`config.mk`:
```
export PLATFORM = sky130hd
export DESIGN_NAME = mem_access_unit
export DESIGN_NICKNAME = d
export VERILOG_FILES = /design/src/rtl/mem_access_unit.sv
export SDC_FILE = /design/constraint.sdc
export NUM_CORES = 1
export LEC_CHECK = 0
export BUFFER_PORTS_ARGS = -buffer_cell sky130_fd_sc_hd__buf_4
export CORE_MARGIN = 3
export CORE_UTILIZATION = 50
export DETAILED_ROUTE_END_ITERATION = 6
export GPL_TIMING_DRIVEN = 1
export PLACE_DENSITY = 0.87
export SLEW_MARGIN = 15
export SYNTH_ARGS = -nofsm -noshare
export SYNTH_HDL_FRONTEND = slang
export SYNTH_SLANG_ARGS = --single-unit
```
`constraint.sdc`:
```
create_clock -name clk -period 3.15 [get_ports clk]
set_input_delay 0.63 -clock clk [delete_from_list [all_inputs] [get_ports clk]]
set_output_delay 0.63 -clock clk [all_outputs]
set_load 0.01 [all_outputs]
```
`src/rtl/mem_access_unit.sv`:
```
// Sub-word load/store engine between the CPU MEM stage and a word-wide data memory.
// Latency (zero-wait memory, start to done): load 3, word store 3, sub-word store 4, error 2 cycles.
// Backpressure: mem_req is held until mem_ack; ack waits longer than MAX_WAIT cycles abort with timeout.
//
// Ports:
//   clk, rst_n                       clock, async active-low reset
//   start, is_store, size, is_signed request; sampled only while idle
//   addr, wdata                      byte address and store data
//   busy, done, misalign, timeout    status; misalign/timeout qualify the done pulse
//   rdata                            extended load result, held until the next successful load
//   mem_req/we/addr/wdata            memory request side
//   mem_rdata, mem_ack               memory response side
module mem_access_unit #(
  parameter int MAX_WAIT = 16
) (
  input  logic        clk,
  input  logic        rst_n,
  input  logic        start,
  input  logic        is_store,
  input  logic [1:0]  size,
  input  logic        is_signed,
  input  logic [31:0] addr,
  input  logic [31:0] wdata,
  output logic        busy,
  output logic        done,
  output logic        misalign,
  output logic        timeout,
  output logic [31:0] rdata,
  output logic        mem_req,
  output logic        mem_we,
  output logic [31:0] mem_addr,
  output logic [31:0] mem_wdata,
  input  logic [31:0] mem_rdata,
  input  logic        mem_ack
);

  localparam int CW = $clog2(MAX_WAIT + 1);
  localparam logic [CW-1:0] LAST_WAIT = CW'(MAX_WAIT - 1);

  typedef enum logic [2:0] {S_IDLE, S_CHECK, S_READ, S_WRITE, S_DONE} state_t;

  state_t        state_q, state_d;
  logic          store_q, store_d;
  logic [1:0]    size_q, size_d;
  logic          signed_q, signed_d;
  logic [1:0]    lane_q, lane_d;
  logic [31:0]   wdata_q, wdata_d;
  logic [31:0]   mem_addr_q, mem_addr_d;
  logic [31:0]   mem_wdata_q, mem_wdata_d;
  logic [31:0]   rdata_q, rdata_d;
  logic [CW-1:0] cnt_q, cnt_d;
  logic          misalign_q, misalign_d;
  logic          timeout_q, timeout_d;

  // Datapath helpers: lane extraction and read-modify-write merge.
  logic        req_err;
  logic [4:0]  byte_sh;
  logic [4:0]  half_sh;
  logic [31:0] byte_src, half_src;
  logic [31:0] load_val;
  logic [31:0] lane_mask, lane_data, merged;

  always_comb begin
    req_err = (size_q == 2'b11) ||
              (size_q == 2'b01 && lane_q[0]) ||
              (size_q == 2'b10 && lane_q != 2'b00);

    byte_sh  = {lane_q, 3'b000};
    half_sh  = {lane_q[1], 4'b0000};
    byte_src = mem_rdata >> byte_sh;
    half_src = mem_rdata >> half_sh;

    case (size_q)
      2'b00:   load_val = {{24{signed_q & byte_src[7]}}, byte_src[7:0]};
      2'b01:   load_val = {{16{signed_q & half_src[15]}}, half_src[15:0]};
      default: load_val = mem_rdata;
    endcase

    if (size_q == 2'b00) begin
      lane_mask = 32'h0000_00FF << byte_sh;
      lane_data = {24'h0, wdata_q[7:0]} << byte_sh;
    end else begin
      lane_mask = 32'h0000_FFFF << half_sh;
      lane_data = {16'h0, wdata_q[15:0]} << half_sh;
    end
    merged = (mem_rdata & ~lane_mask) | lane_data;
  end

  always_comb begin
    state_d     = state_q;
    store_d     = store_q;
    size_d      = size_q;
    signed_d    = signed_q;
    lane_d      = lane_q;
    wdata_d     = wdata_q;
    mem_addr_d  = mem_addr_q;
    mem_wdata_d = mem_wdata_q;
    rdata_d     = rdata_q;
    cnt_d       = cnt_q;
    misalign_d  = misalign_q;
    timeout_d   = timeout_q;

    case (state_q)
      S_IDLE: begin
        if (start) begin
          store_d    = is_store;
          size_d     = size;
          signed_d   = is_signed;
          lane_d     = addr[1:0];
          wdata_d    = wdata;
          mem_addr_d = {addr[31:2], 2'b00};
          misalign_d = 1'b0;
          timeout_d  = 1'b0;
          state_d    = S_CHECK;
        end
      end
      S_CHECK: begin
        cnt_d = '0;
        if (req_err) begin
          misalign_d = 1'b1;
          state_d    = S_DONE;
        end else if (store_q && size_q == 2'b10) begin
          mem_wdata_d = wdata_q;
          state_d     = S_WRITE;
        end else begin
          state_d = S_READ;
        end
      end
      S_READ: begin
        // An ack in the same cycle as the wait limit takes priority.
        if (mem_ack) begin
          cnt_d = '0;
          if (store_q) begin
            mem_wdata_d = merged;
            state_d     = S_WRITE;
          end else begin
            rdata_d = load_val;
            state_d = S_DONE;
          end
        end else if (cnt_q == LAST_WAIT) begin
          timeout_d = 1'b1;
          state_d   = S_DONE;
        end else begin
          cnt_d = cnt_q + 1'b1;
        end
      end
      S_WRITE: begin
        if (mem_ack) begin
          state_d = S_DONE;
        end else if (cnt_q == LAST_WAIT) begin
          timeout_d = 1'b1;
          state_d   = S_DONE;
        end else begin
          cnt_d = cnt_q + 1'b1;
        end
      end
      S_DONE:  state_d = S_IDLE;
      default: state_d = S_IDLE;
    endcase
  end

  always_ff @(posedge clk or negedge rst_n) begin
    if (!rst_n) begin
      state_q     <= S_IDLE;
      store_q     <= 1'b0;
      size_q      <= 2'b00;
      signed_q    <= 1'b0;
      lane_q      <= 2'b00;
      wdata_q     <= '0;
      mem_addr_q  <= '0;
      mem_wdata_q <= '0;
      rdata_q     <= '0;
      cnt_q       <= '0;
      misalign_q  <= 1'b0;
      timeout_q   <= 1'b0;
    end else begin
      state_q     <= state_d;
      store_q     <= store_d;
      size_q      <= size_d;
      signed_q    <= signed_d;
      lane_q      <= lane_d;
      wdata_q     <= wdata_d;
      mem_addr_q  <= mem_addr_d;
      mem_wdata_q <= mem_wdata_d;
      rdata_q     <= rdata_d;
      cnt_q       <= cnt_d;
      misalign_q  <= misalign_d;
      timeout_q   <= timeout_d;
    end
  end

  // The request is a pure function of state, so it stays high across READ->WRITE
  // and drops in DONE, the cycle after the final ack or timeout.
  assign busy      = (state_q != S_IDLE);
  assign done      = (state_q == S_DONE);
  assign mem_req   = (state_q == S_READ) || (state_q == S_WRITE);
  assign mem_we    = (state_q == S_WRITE);
  assign mem_addr  = mem_addr_q;
  assign mem_wdata = mem_wdata_q;
  assign rdata     = rdata_q;
  assign misalign  = misalign_q;
  assign timeout   = timeout_q;

endmodule

```
==> flow_metrics.py <==
metrics = {
    "worst_setup_path": {
        "critical_path.max_stage_delay_ns": 0.66,
        "startpoint_type": "flop",
        "cp.required_ns": 2.52,
        "cp_data_arrival_time_ns": 1.67,
        "crit_chain": "nand2b_1, inv_1, and2_1, buf_4",
        "end_kind": "output port",
        "crit_slowest_cell": "dfrtp_1",
        "critical_path_class": "reg2out",
        "crit_buf_inv": 2,
        "crit_family": "flip-flops",
        "timing.rr.end": "mem_wdata[12]",
        "crit_path_max_fanout": 15,
        "worstReg2RegStart": "lane_q[0]",
        "r2r_cells": 5,
        "regToRegSetupSlack_ns": 0.86,
    },
    "clock_tree": {
        "numCtsBuffers": 17,
        "htree_levels": 4,
        "holdBufCountCts": 0,
        "clk_pin_slew_worst_paths_ns": 0.06,
        "cts_tree": "done",
        "cts.sinks": 142,
        "cts_setup_buffers": 0,
        "cts_resized": 0,
        "clock_latency_ns": 0.43,
        "cts_root_buf": "clkbuf_16",
        "cts_buffer_depth": 2,
    },
    "power_and_ir_drop": {
        "p_sw_share_pct": 36.83,
        "p_switching_mw": 3.700,
        "p_per_area_nw_per_um2": 1089,
        "power_frac_comb_pct": 44.6,
        "p_clk_share_pct": 21.3,
        "ir_drop_uv": 611.8,
        "p_leak_nw": 4.157,
        "p_int_mw": 6.346,
        "pwr-share-seq_pct": 34.0,
        "fin_total_pwr_mw": 10.05,
    },
    "sta": {
        "period_share_pct": 73.15,
        "tightest_slew_ns": 1.068,
        "setup_viol_count_final": 0,
        "rsz0062_at_grt": "false",
        "finClkSkew_ns": 0.009068,
        "fin_crit_ns": 2.304,
        "timing.max_slew.rel_slack_pct": 28.83,
        "report.final.slew_viol_count": 0,
        "report.final.hold_viol_count": 0,
        "finalSetupTns_ns": 0,
        "fmax_mhz": 434.0,
        "worst_hold_slack_ns": 0.1801,
    },
    "yosys": {
        "synth.most_common_cell": "dfrtp_1",
        "ys_ff_latch": 142,
        "synth_cells": 634,
        "async_flop_share_pct": 100.0,
        "yosysWarnings": 0,
        "synth_area_sq_um": 6983,
        "synth.yosys.seq_area_share_pct": 50.89,
        "syn_avg_cell_area_sq_um": 11.01,
        "ys.flop_type": "dfrtp_1",
        "synth_largest_area_cell": "dfrtp_1",
        "synth_common_cells": "dfrtp_1 (142), mux2_2 (114), a21oi_1 (55)",
        "synth_edf_count": 0,
        "synth_top_area_share_pct": 50.89,
        "synth.distinct_cells": 52,
        "synth_area_leaders": "dfrtp_1 (51%), mux2_2 (18%), a21oi_1 (3.9%)",
    },
    "routing": {
        "viasPerCell": 5.859,
        "drc_errors": 0,
        "drt-initial-drc-count": 552,
        "firstDrtPassIters": 6,
        "wl_per_cell_microns": 19.82,
        "routed_wl_mm": 19.94,
        "vias": 5894,
        "ant_nets": 0,
    },
    "final_layout": {
        "nFillCells": 1016,
        "postLayoutCoreUtil_pct": 68.55,
        "final_cells": 1006,
        "diodes": 0,
        "drive_gt1_share_pct": 44.70,
        "area_delta_synth_final_pct": 32.06,
        "nets": 922,
    },
    "placed_design": {
        "gp_congestion": 0.8389,
        "portBuffers": 203,
        "dpl.hpwl_mm": 14.33,
        "place_inst": 974,
    },
    "die": {
        "fp.dieArea_sq_um": 15420,
        "ios": 206,
        "initial_utilization_pct": 51.91,
        "die_height_microns": 124.2,
        "die-width_microns": 124.2,
        "core_sq_um": 13450,
        "rows": 42,
    },
    "grt": {
        "grt_pass1_wl_mm": 30.25,
        "grt_antenna_before_repair": 0,
        "track_usage_pct": 25.99,
        "grt_pass1_vias": 5752,
        "grt_start_max_net_pins": 62,
        "overflow": 0,
    },
    "job": {
        "cap_violations": 0,
    },
    "worst_hold_path": {
        "hold_class": "in2async",
    },
    "run_status": {
        "status": "finished, final reports clean",
    },
}
-- worst register-to-register path: stages (launching register included) --
cell	delay [ns]
dfrtp_1	0.53
or4b_1	0.56
o22ai_1	0.11
and3b_1	0.18
buf_4	0.37
mux2_2	0.42
-- registers in the layout (all words and copies together), names as in the netlist --
| name | flops |
|---|---|
| mem_wdata | 32 |
| rdata | 32 |
| wdata_q | 32 |
| mem_addr | 30 |
| cnt_q | 5 |
| state_q | 3 |
| lane_q | 2 |
| size_q | 2 |
| misalign | 1 |
| signed_q | 1 |
| store_q | 1 |
| timeout | 1 |
-- power groups by stage --
stage                     sequential, mW  combinational (mW)  clock [mW]
after floorplan                     3.47                2.58           0
after global placement              3.39                4.36           0
after detailed placement            3.42                4.47           0
after CTS                           3.41                4.50        2.17
after global routing                3.53                4.87        2.25
final                               3.42                4.48        2.14
-- how the worst max path moves through the flow --
| stage | startpoint | endpoint | slack [ns] | cells after the start |
|---|---|---|---|---|
| after floorplan | mem_ack | rdata[0] | 1.24 | 6 |
| after global placement | mem_ack | rdata[25] | 0.88 | 5 |
| after detailed placement | mem_ack | rdata[29] | 0.84 | 5 |
| after CTS | state_q[0] | done | 0.83 | 3 |
| after global routing | state_q[2] | mem_we | 0.72 | 4 |
| final | state_q[2] | mem_we | 0.85 | 4 |
-- metrics by stage --
| step | worst slack (ns) | cell area (sq um) |
|---|---|---|
| 6_report | 0.8459 | 9221 |
| 5_1_grt | 0.7152 | 9221 |
| 3_5_place_dp | 0.8433 | 8591 |
| 4_1_cts | 0.8263 | 9221 |
| 2_1_floorplan | 1.239 | 6987 |
| 3_3_place_gp | 0.8773 | 8591 |
-- kinds of logic (layout without fill, tap and decap cells) --
family / after synthesis / in the layout / synth area share [%]
adders and majority gates: 1 / 1 / 0.1792
DFF: 142 / 142 / 50.89
muxes: 123 / 123 / 19.75
xor gates and xnor gates: 1 / 1 / 0.1254
and+or+nand+nor: 141 / 141 / 9.998
other: 1 / 2 / 0.05370
buffers and inverters: 60 / 255 / 4.193
AOI/OAI and AO/OA: 165 / 165 / 14.82
-- per-layer routing --
metal	vias to the layer above	share of wire (%)	GRT usage, %
met3	38	11	8.810
met2	308	48	41.86
met4	0	2.3	9.172
met5	-	0	0
li1	2665	-	-
met1	2883	39	32.82
-- layout make-up --
| type | count | area [sq um] | area share, % |
|---|---|---|---|
| sequential | 142 | 3553 | 38.53 |
| multi-input combinational | 433 | 3153 | 34.19 |
| inverter | 7 | 26.28 | 0.2849 |
| clock inverter | 13 | 187.7 | 2.035 |
| timing repair buffer | 216 | 1638 | 17.76 |
| tap | 176 | 220.2 | 2.388 |
| clock buffer | 19 | 442.9 | 4.803 |
-- cells in the final DEF (no fill, tap or decap), types with 5 or more instances in the layout --
cell type | Yosys | layout
clkbuf_16 | 0 | 17
o31ai_1 | 7 | 7
o221ai_1 | 8 | 8
dfrtp_1 | 142 | 142
nand2_1 | 45 | 45
inv_1 | 6 | 6
buf_4 | 3 | 214
a31oi_1 | 15 | 15
a21oi_1 | 55 | 55
nand3_1 | 9 | 9
nor4bb_1 | 8 | 8
mux2_2 | 114 | 114
a221oi_1 | 7 | 7
o22a_1 | 6 | 6
o21a_1 | 9 | 9
o22ai_1 | 9 | 9
o21ai_0 | 40 | 40
nor2_1 | 52 | 52
mux2i_1 | 5 | 5
(Power assumes the default switching activity.)
